## config.mk

```make
export PLATFORM = sky130hd
export DESIGN_NAME = ps2_tx_bank
export DESIGN_NICKNAME = d
export VERILOG_FILES = /design/src/rtl/ps2_pkg.sv /design/src/rtl/ps2_tx_chan.sv /design/src/rtl/ps2_tx_bank.sv
export SDC_FILE = /design/constraint.sdc
export NUM_CORES = 1
export LEC_CHECK = 0
export BUFFER_PORTS_ARGS = -buffer_cell sky130_fd_sc_hd__buf_2
export CAP_MARGIN = 5
export CORE_AREA = 10 10 154 156
export CTS_BUF_LIST = sky130_fd_sc_hd__clkbuf_4 sky130_fd_sc_hd__clkbuf_8 sky130_fd_sc_hd__clkbuf_16
export DETAILED_ROUTE_END_ITERATION = 10
export DIE_AREA = 0 0 164 166
export GPL_TIMING_DRIVEN = 0
export PLACE_DENSITY_LB_ADDON = 0.12
export RECOVER_POWER = 25
export SLEW_MARGIN = 20
export SYNTH_ARGS = -nofsm -noshare
export SYNTH_HDL_FRONTEND = slang
export SYNTH_SLANG_ARGS = --single-unit
```

## constraint.sdc

```tcl
create_clock -name clk_sys -period 2.4 [get_ports clk_sys]
set_clock_uncertainty 0.15 [all_clocks]
set_input_delay 0.36 -clock clk_sys [delete_from_list [all_inputs] [get_ports clk_sys]]
set_output_delay 0.36 -clock clk_sys [all_outputs]
set_load 0.01 [all_outputs]
```

## src/rtl/ps2_pkg.sv

```systemverilog
// ps2_pkg: shared definitions for the PS/2 device-side transmitter bank.
//   ps2_state_t     : per-channel frame state (IDLE, DATA, PARITY, STOP, DONE)
//   PS2_FRAME_TICKS : ticks from start-bit drive back to IDLE
//   PS2_DATA_BITS   : payload bits per frame
package ps2_pkg;

  typedef enum logic [2:0] {
    ST_IDLE,
    ST_DATA,
    ST_PARITY,
    ST_STOP,
    ST_DONE
  } ps2_state_t;

  localparam int unsigned PS2_FRAME_TICKS = 12;
  localparam int unsigned PS2_DATA_BITS   = 8;

endpackage

```

## src/rtl/ps2_tx_chan.sv

```systemverilog
// ps2_tx_chan: one PS/2 device-to-host channel, i.e. a byte FIFO feeding an
// 11-bit frame serialiser (start, 8 data LSB first, odd parity, stop).
// Optional macro: PS2_INHIBIT_EN enables host-inhibit abort/retransmit.
// Ports:
//   clk_sys, reset_n : system clock, synchronous active-low reset
//   tick, phase      : shared divider outputs (tick = PS/2 rising edge pulse)
//   wr_en, wr_data   : enqueue request already decoded for this channel
//   ps2_clk_in       : sampled bus clock level (inhibit detection only)
//   fifo_full        : FIFO holds 2**FIFO_BITS bytes
//   overflow         : sticky, a write was dropped because the FIFO was full
//   ps2_clk/ps2_data : emulated bus outputs, both 1 when idle
module ps2_tx_chan
  import ps2_pkg::*;
#(
  parameter int unsigned FIFO_BITS = 3
) (
  input  logic       clk_sys,
  input  logic       reset_n,
  input  logic       tick,
  input  logic       phase,
  input  logic       wr_en,
  input  logic [7:0] wr_data,
  input  logic       ps2_clk_in,
  output logic       fifo_full,
  output logic       overflow,
  output logic       ps2_clk,
  output logic       ps2_data
);

  localparam int unsigned DEPTH = 2 ** FIFO_BITS;
  localparam int unsigned BC_W  = $clog2(PS2_DATA_BITS);
  localparam logic [BC_W-1:0] BIT_LAST = BC_W'(PS2_DATA_BITS - 1);

  logic [7:0]       mem [DEPTH];
  logic [FIFO_BITS:0] wr_ptr;
  logic [FIFO_BITS:0] rd_ptr;
  logic             full;
  logic             empty;
  logic             push;
  logic             pop;
  logic             abort;
  logic             start_ok;

  ps2_state_t       state;
  logic [7:0]       shift;
  logic             parity;
  logic [BC_W-1:0]  bit_cnt;

  // Extra pointer MSB distinguishes full from empty so every slot is usable.
  assign full  = (wr_ptr[FIFO_BITS] != rd_ptr[FIFO_BITS]) &&
                 (wr_ptr[FIFO_BITS-1:0] == rd_ptr[FIFO_BITS-1:0]);
  assign empty = (wr_ptr == rd_ptr);
  assign push  = wr_en && !full;
  assign pop   = tick && (state == ST_DONE) && !abort;

  assign fifo_full = full;
  assign ps2_clk   = phase | (state == ST_IDLE);

`ifdef PS2_INHIBIT_EN
  // Host pulling the clock low while we release it means inhibit.
  assign abort    = (state != ST_IDLE) && ps2_clk && !ps2_clk_in;
  assign start_ok = ps2_clk_in;
`else
  logic unused_clk_in;
  assign unused_clk_in = ps2_clk_in;
  assign abort    = 1'b0;
  assign start_ok = 1'b1;
`endif

  always_ff @(posedge clk_sys) begin
    if (push) begin
      mem[wr_ptr[FIFO_BITS-1:0]] <= wr_data;
    end
  end

  always_ff @(posedge clk_sys) begin
    if (!reset_n) begin
      wr_ptr   <= '0;
      rd_ptr   <= '0;
      overflow <= 1'b0;
    end else begin
      if (push) begin
        wr_ptr <= wr_ptr + 1'b1;
      end
      if (wr_en && full) begin
        overflow <= 1'b1;
      end
      if (pop) begin
        rd_ptr <= rd_ptr + 1'b1;
      end
    end
  end

  // Head byte stays in the FIFO until DONE so an aborted frame is resent.
  always_ff @(posedge clk_sys) begin
    if (!reset_n) begin
      state    <= ST_IDLE;
      ps2_data <= 1'b1;
      shift    <= '0;
      parity   <= 1'b0;
      bit_cnt  <= '0;
    end else if (abort) begin
      state    <= ST_IDLE;
      ps2_data <= 1'b1;
    end else if (tick) begin
      case (state)
        ST_IDLE: begin
          if (!empty && start_ok) begin
            shift    <= mem[rd_ptr[FIFO_BITS-1:0]];
            parity   <= 1'b1;
            ps2_data <= 1'b0;
            bit_cnt  <= '0;
            state    <= ST_DATA;
          end
        end
        ST_DATA: begin
          ps2_data <= shift[0];
          shift    <= shift >> 1;
          parity   <= parity ^ shift[0];
          bit_cnt  <= bit_cnt + 1'b1;
          if (bit_cnt == BIT_LAST) begin
            state <= ST_PARITY;
          end
        end
        ST_PARITY: begin
          ps2_data <= parity;
          state    <= ST_STOP;
        end
        ST_STOP: begin
          ps2_data <= 1'b1;
          state    <= ST_DONE;
        end
        ST_DONE: begin
          state <= ST_IDLE;
        end
        default: begin
          state <= ST_IDLE;
        end
      endcase
    end
  end

endmodule

```

## src/rtl/ps2_tx_bank.sv

```systemverilog
// ps2_tx_bank: multi-channel PS/2 device emulator. Bytes from the command
// decoder are queued per channel and sent as 11-bit device-to-host frames.
// Optional macro: PS2_INHIBIT_EN (host-inhibit abort and retransmit).
// Ports:
//   clk_sys, reset_n           : system clock, synchronous active-low reset
//   wr_data, wr_chan, wr_strobe: one-cycle enqueue of a byte to a channel;
//                                channels >= CHANNELS are ignored
//   fifo_full, overflow        : per-channel FIFO full / sticky drop flag
//   ps2_clk_in                 : sampled bus clock (inhibit build only)
//   ps2_clk, ps2_data          : per-channel emulated bus, idle high
module ps2_tx_bank
  import ps2_pkg::*;
#(
  parameter int unsigned CHANNELS  = 2,
  parameter int unsigned CH_BITS   = 1,
  parameter int unsigned FIFO_BITS = 3,
  parameter int unsigned PS2DIV    = 100
) (
  input  logic                clk_sys,
  input  logic                reset_n,
  input  logic [7:0]          wr_data,
  input  logic [CH_BITS-1:0]  wr_chan,
  input  logic                wr_strobe,
  output logic [CHANNELS-1:0] fifo_full,
  output logic [CHANNELS-1:0] overflow,
  input  logic [CHANNELS-1:0] ps2_clk_in,
  output logic [CHANNELS-1:0] ps2_clk,
  output logic [CHANNELS-1:0] ps2_data
);

  localparam int unsigned CNT_W = $clog2(PS2DIV + 2);
  localparam logic [CNT_W-1:0] CNT_LAST = CNT_W'(PS2DIV);

  logic [CNT_W-1:0] cnt;
  logic             phase;
  logic             tick;

  // tick is registered, so channel data moves one cycle after ps2_clk rises.
  always_ff @(posedge clk_sys) begin
    if (!reset_n) begin
      cnt   <= '0;
      phase <= 1'b0;
      tick  <= 1'b0;
    end else begin
      tick <= 1'b0;
      if (cnt == CNT_LAST) begin
        cnt   <= '0;
        phase <= ~phase;
        tick  <= ~phase;
      end else begin
        cnt <= cnt + 1'b1;
      end
    end
  end

  for (genvar i = 0; i < CHANNELS; i++) begin : g_chan
    localparam logic [CH_BITS-1:0] CH_ID = CH_BITS'(i);
    logic wr_en;
    assign wr_en = wr_strobe && (wr_chan == CH_ID);

    ps2_tx_chan #(
      .FIFO_BITS (FIFO_BITS)
    ) u_chan (
      .clk_sys    (clk_sys),
      .reset_n    (reset_n),
      .tick       (tick),
      .phase      (phase),
      .wr_en      (wr_en),
      .wr_data    (wr_data),
      .ps2_clk_in (ps2_clk_in[i]),
      .fifo_full  (fifo_full[i]),
      .overflow   (overflow[i]),
      .ps2_clk    (ps2_clk[i]),
      .ps2_data   (ps2_data[i])
    );
  end

endmodule
```

==> impl_metrics.yaml <==
clock_network:
  worst_skew_pair.late_latency_ns: 0.43
  worst_setup_hold_path_clk_slew_ns: 0.07
  cts_tree: "done"
  cts_buffers: 17
  clk_path_buf_depth: 2
  htree_levels: 4
  clockRootBuffer: "sky130_fd_sc_hd__clkbuf_16"
  cts.sink_count: 193
route:
  detail_route.drc_violations: 0
  via_count_of_the_routed_design: 4928
  vias_per_cell: 5.17
  drc_violation_total_after_the_first_tritonroute_iteration: 298
  finalWirelength_um: 17500
  wire_per_inst_um: 18.4
  drtAntennaViolNets: 0
  firstDrtPassIters: 5
yosys:
  synth-edff-count: 128
  synth_top_area_frac: 0.473
  netlist.top_cell.by_area: "sky130_fd_sc_hd__edfxtp_1"
  synth_simple_gate_area_frac: 0.104
  netlist_instances: 624
  synth_most_common_cell: "sky130_fd_sc_hd__edfxtp_1"
  mappedNetlistArea_um2: 8130
  avgSynthCellArea_um2: 13.0
  number_of_library_cell_types_mapped_by_synthesis: 50
  synth_area_leaders: "sky130_fd_sc_hd__edfxtp_1 47%, sky130_fd_sc_hd__dfxtp_1 16%, sky130_fd_sc_hd__mux2i_1 9.0%"
  postSynthRegisterBits: 193
  post_synth_most_frequent_cells: "128 x sky130_fd_sc_hd__edfxtp_1, 73 x sky130_fd_sc_hd__mux2i_1, 65 x sky130_fd_sc_hd__dfxtp_1"
  synthXorXnorAreaFrac: 0.0226
  yosysSeqAreaShare: 0.633
  ys_async_sr_fraction: 0
  post_synth_mux_area_share: 0.0931
  synth_fa_ha_area_frac: 0.0154
  synth_top_family_by_area: "simple AND/OR/NAND/NOR gates"
  yosysWarningCount: 0
  synth-compound-area-share: 0.101
  synth.net_count: 648
  main_synth_ff_type: "sky130_fd_sc_hd__edfxtp_1"
status:
  failed_checks: "setup timing"
  result_of_the_run: "finished with violations"
grt:
  initial_antenna_violation_count: 0
  first_global_vias: 4850
  track_usage: 0.131
  grt_max_degree: 20
  grt_overflow: 0
  grt_pass1_wl_um: 27400
timing:
  timing_hold_violations_final: 0
  timing.final.max_slew_violations: 0
  final.setup.worst_slack_ns: -0.0439
  worst_slew_pin_slew_ns: 0.991
  finalSetupViolations: 16
  max_clock_freq_mhz: 409
  max-slew-margin-rel: 0.330
  grt_setup_unrepaired: "yes"
  final.hold.worst_slack_ns: 0.101
  finalCritPeriodShare: 1.02
  layout_min_cycle_time_ns: 2.44
  fin_setup_tns_ns: -0.364
job:
  drv.max_cap_violation_count: 0
hold_path:
  hold_class: "input port to flop"
  hold_path_startpoint: "wr_chan"
  worstHoldEndpoint: "g_chan[1].u_chan.overflow"
  worstHoldPathCells: 3
power_and_ir_drop:
  pwr_density_cell_nw_per_um2: 713
  vdd_drop_max_uv: 440
  power.static_leakage_nw: 3.13
setup_path:
  critical_path.slowest_cell: "sky130_fd_sc_hd__nor2_1"
  worst-endpoint-required_ns: 2.31
  crit_arrival_ns: 2.35
  critical_path.startpoint_type: "flop"
  timing.critical_path.cells: "buf_6 > xor2_1 > o41a_1 > nand2b_1 > nor2_1"
  worst_r2r_startpoint: "g_chan[0].u_chan.wr_ptr[1]"
  path_max_fanout: 8
  reg2regPathDepth: 5
  criticalPathCategory: "flop to flop"
  crit-reg2reg-capture: "g_chan[0].u_chan.mem[2][7]"
  ff2ff_setup_slack_ns: -0.04
  critPathCaptureType: "flop"
  crit_path_max_incr_delay_ns: 0.61
placement:
  placed_cells: 918
  hpwlAfterDp_um: 11500
  globalplace.congestion: 0.767
  placement.setup.worst_slack_ns: -0.441
  port_buffers: 19
layout:
  syn2layout_area_growth_pct: 14.6
  final_core_util: 0.450
  antenna_cell_count: 0
  fill_cells: 1936
  footprint_of_the_multi_input_gates_um2: 2830
  seqCellArea_um2: 5150
  fraction_of_layout_cells_with_a_size_suffix_above_1: 0.142
  finalNonFillerCells: 953
  fin_nets: 690
floorplanning:
  vertical_extent_of_the_die_um: 166
  row_count: 53
  io-pin-count: 22
  core_footprint_um2: 20700
  die_area_um2: 27200
  initial_core_util: 0.393
  die_w_um: 164
[worst max-delay path: cells and delay by family (launching register included)]
kind,cells,cell delay [ns]
XOR/XNOR,1,0.29
buffers and inverters,1,0.15
AO/OA/AOI/OAI,1,0.34
AND/OR/NAND/NOR,2,0.80
flip-flops,1,0.35
[per-layer routing]
metal | up-vias | global-route usage | share of wire
met1 | 2426 | 0.183 | 0.50
met4 | 0 | 0.0361 | 0.0087
met2 | 67 | 0.199 | 0.47
li1 | 2425 | - | -
met3 | 10 | 0.0273 | 0.030
met5 | - | 0 | 0
[sequential cells by signal, summed over array words and instances (netlist names), named ones only]
register,cells
g_chan.u_chan.wr_ptr,8
g_chan.u_chan.ps2_data,2
tick,1
cnt,7
phase,1
g_chan.u_chan.state,6
g_chan.u_chan.rd_ptr,8
g_chan.u_chan.parity,2
g_chan.u_chan.shift,16
g_chan.u_chan.bit_cnt,6
g_chan.u_chan.overflow,2
g_chan.u_chan.mem,128
[layout make-up]
cell class	count	area share
buffer	42	0.0234
clock buffer	17	0.0457
tap	275	0.0369
multi-input combinational	379	0.304
timing repair buffer	24	0.0161
sequential	193	0.553
clock inverter	14	0.0176
inverter	9	0.00363
[layout by cell type (no fill, tap or decap), drive strengths merged, types with 3 or more instances in the layout]
master and count:
nor4bb 4, inv 17, and2 17, nand4b 3, edfxtp 128, dfxtp 65
buf 40, o31ai 14, nand4 5, nand2b 13, nor2 20, nor3 6
a31oi 15, clkinv 5, nand2 43, o22ai 3, ha 10, o21ai 10
nand3 23, o21a 16, nor2b 12, clkbuf 43, a22oi 30, xor2 8
nor3b 5, a21oi 10, mux2i 73, xnor2 13
[where the power goes]
part           switching (W)  internal, W  total, W
Sequential         0.0000117      0.00357   0.00358
Clock                0.00136      0.00149   0.00285
Combinational       0.000146    0.0000669  0.000213
Total                0.00151      0.00512   0.00664
[worst max path at each step]
stage,startpoint,end,slack [ns],cells past startpoint
floorplan,g_chan[1].u_chan.wr_ptr[2],g_chan[1].u_chan.mem[0][0],0.02,5
global placement,g_chan[1].u_chan.wr_ptr[2],g_chan[1].u_chan.mem[0][2],-0.68,5
detailed placement,g_chan[1].u_chan.wr_ptr[2],g_chan[1].u_chan.mem[2][3],-0.44,5
CTS,g_chan[0].u_chan.wr_ptr[0],g_chan[0].u_chan.mem[2][6],-0.08,5
global route,g_chan[0].u_chan.wr_ptr[0],g_chan[0].u_chan.mem[2][6],-0.17,5
finish,g_chan[0].u_chan.wr_ptr[1],g_chan[0].u_chan.mem[2][7],-0.04,5
[logic make-up after synthesis]
kind of cell             Yosys count
AO/OA/AOI/OAI                    115
XOR/XNOR                          21
adder cells (fa/ha/maj)           10
buffers and inverters             52
flip-flops                       193
multiplexers                      75
AND/OR/NAND/NOR                  158
[per-stage QoR]
step / total power (W) / instance area [um2]
final: 0.00664 / 9310
after global routing: 0.00687 / 9310
after CTS: 0.00670 / 9280
after detailed placement: 0.00385 / 8590
after global placement: 0.00384 / 8570
after floorplan: 0.00375 / 8130
[repair_timing]
item	CTS	global route
hold buffers	0	0
buffers inserted	2	3
resized for setup	18	6
cloned	0	0
endpoints found under the setup margin	116	77
pin swaps	2	0
Note: power is estimated with default switching activity, not from simulation.
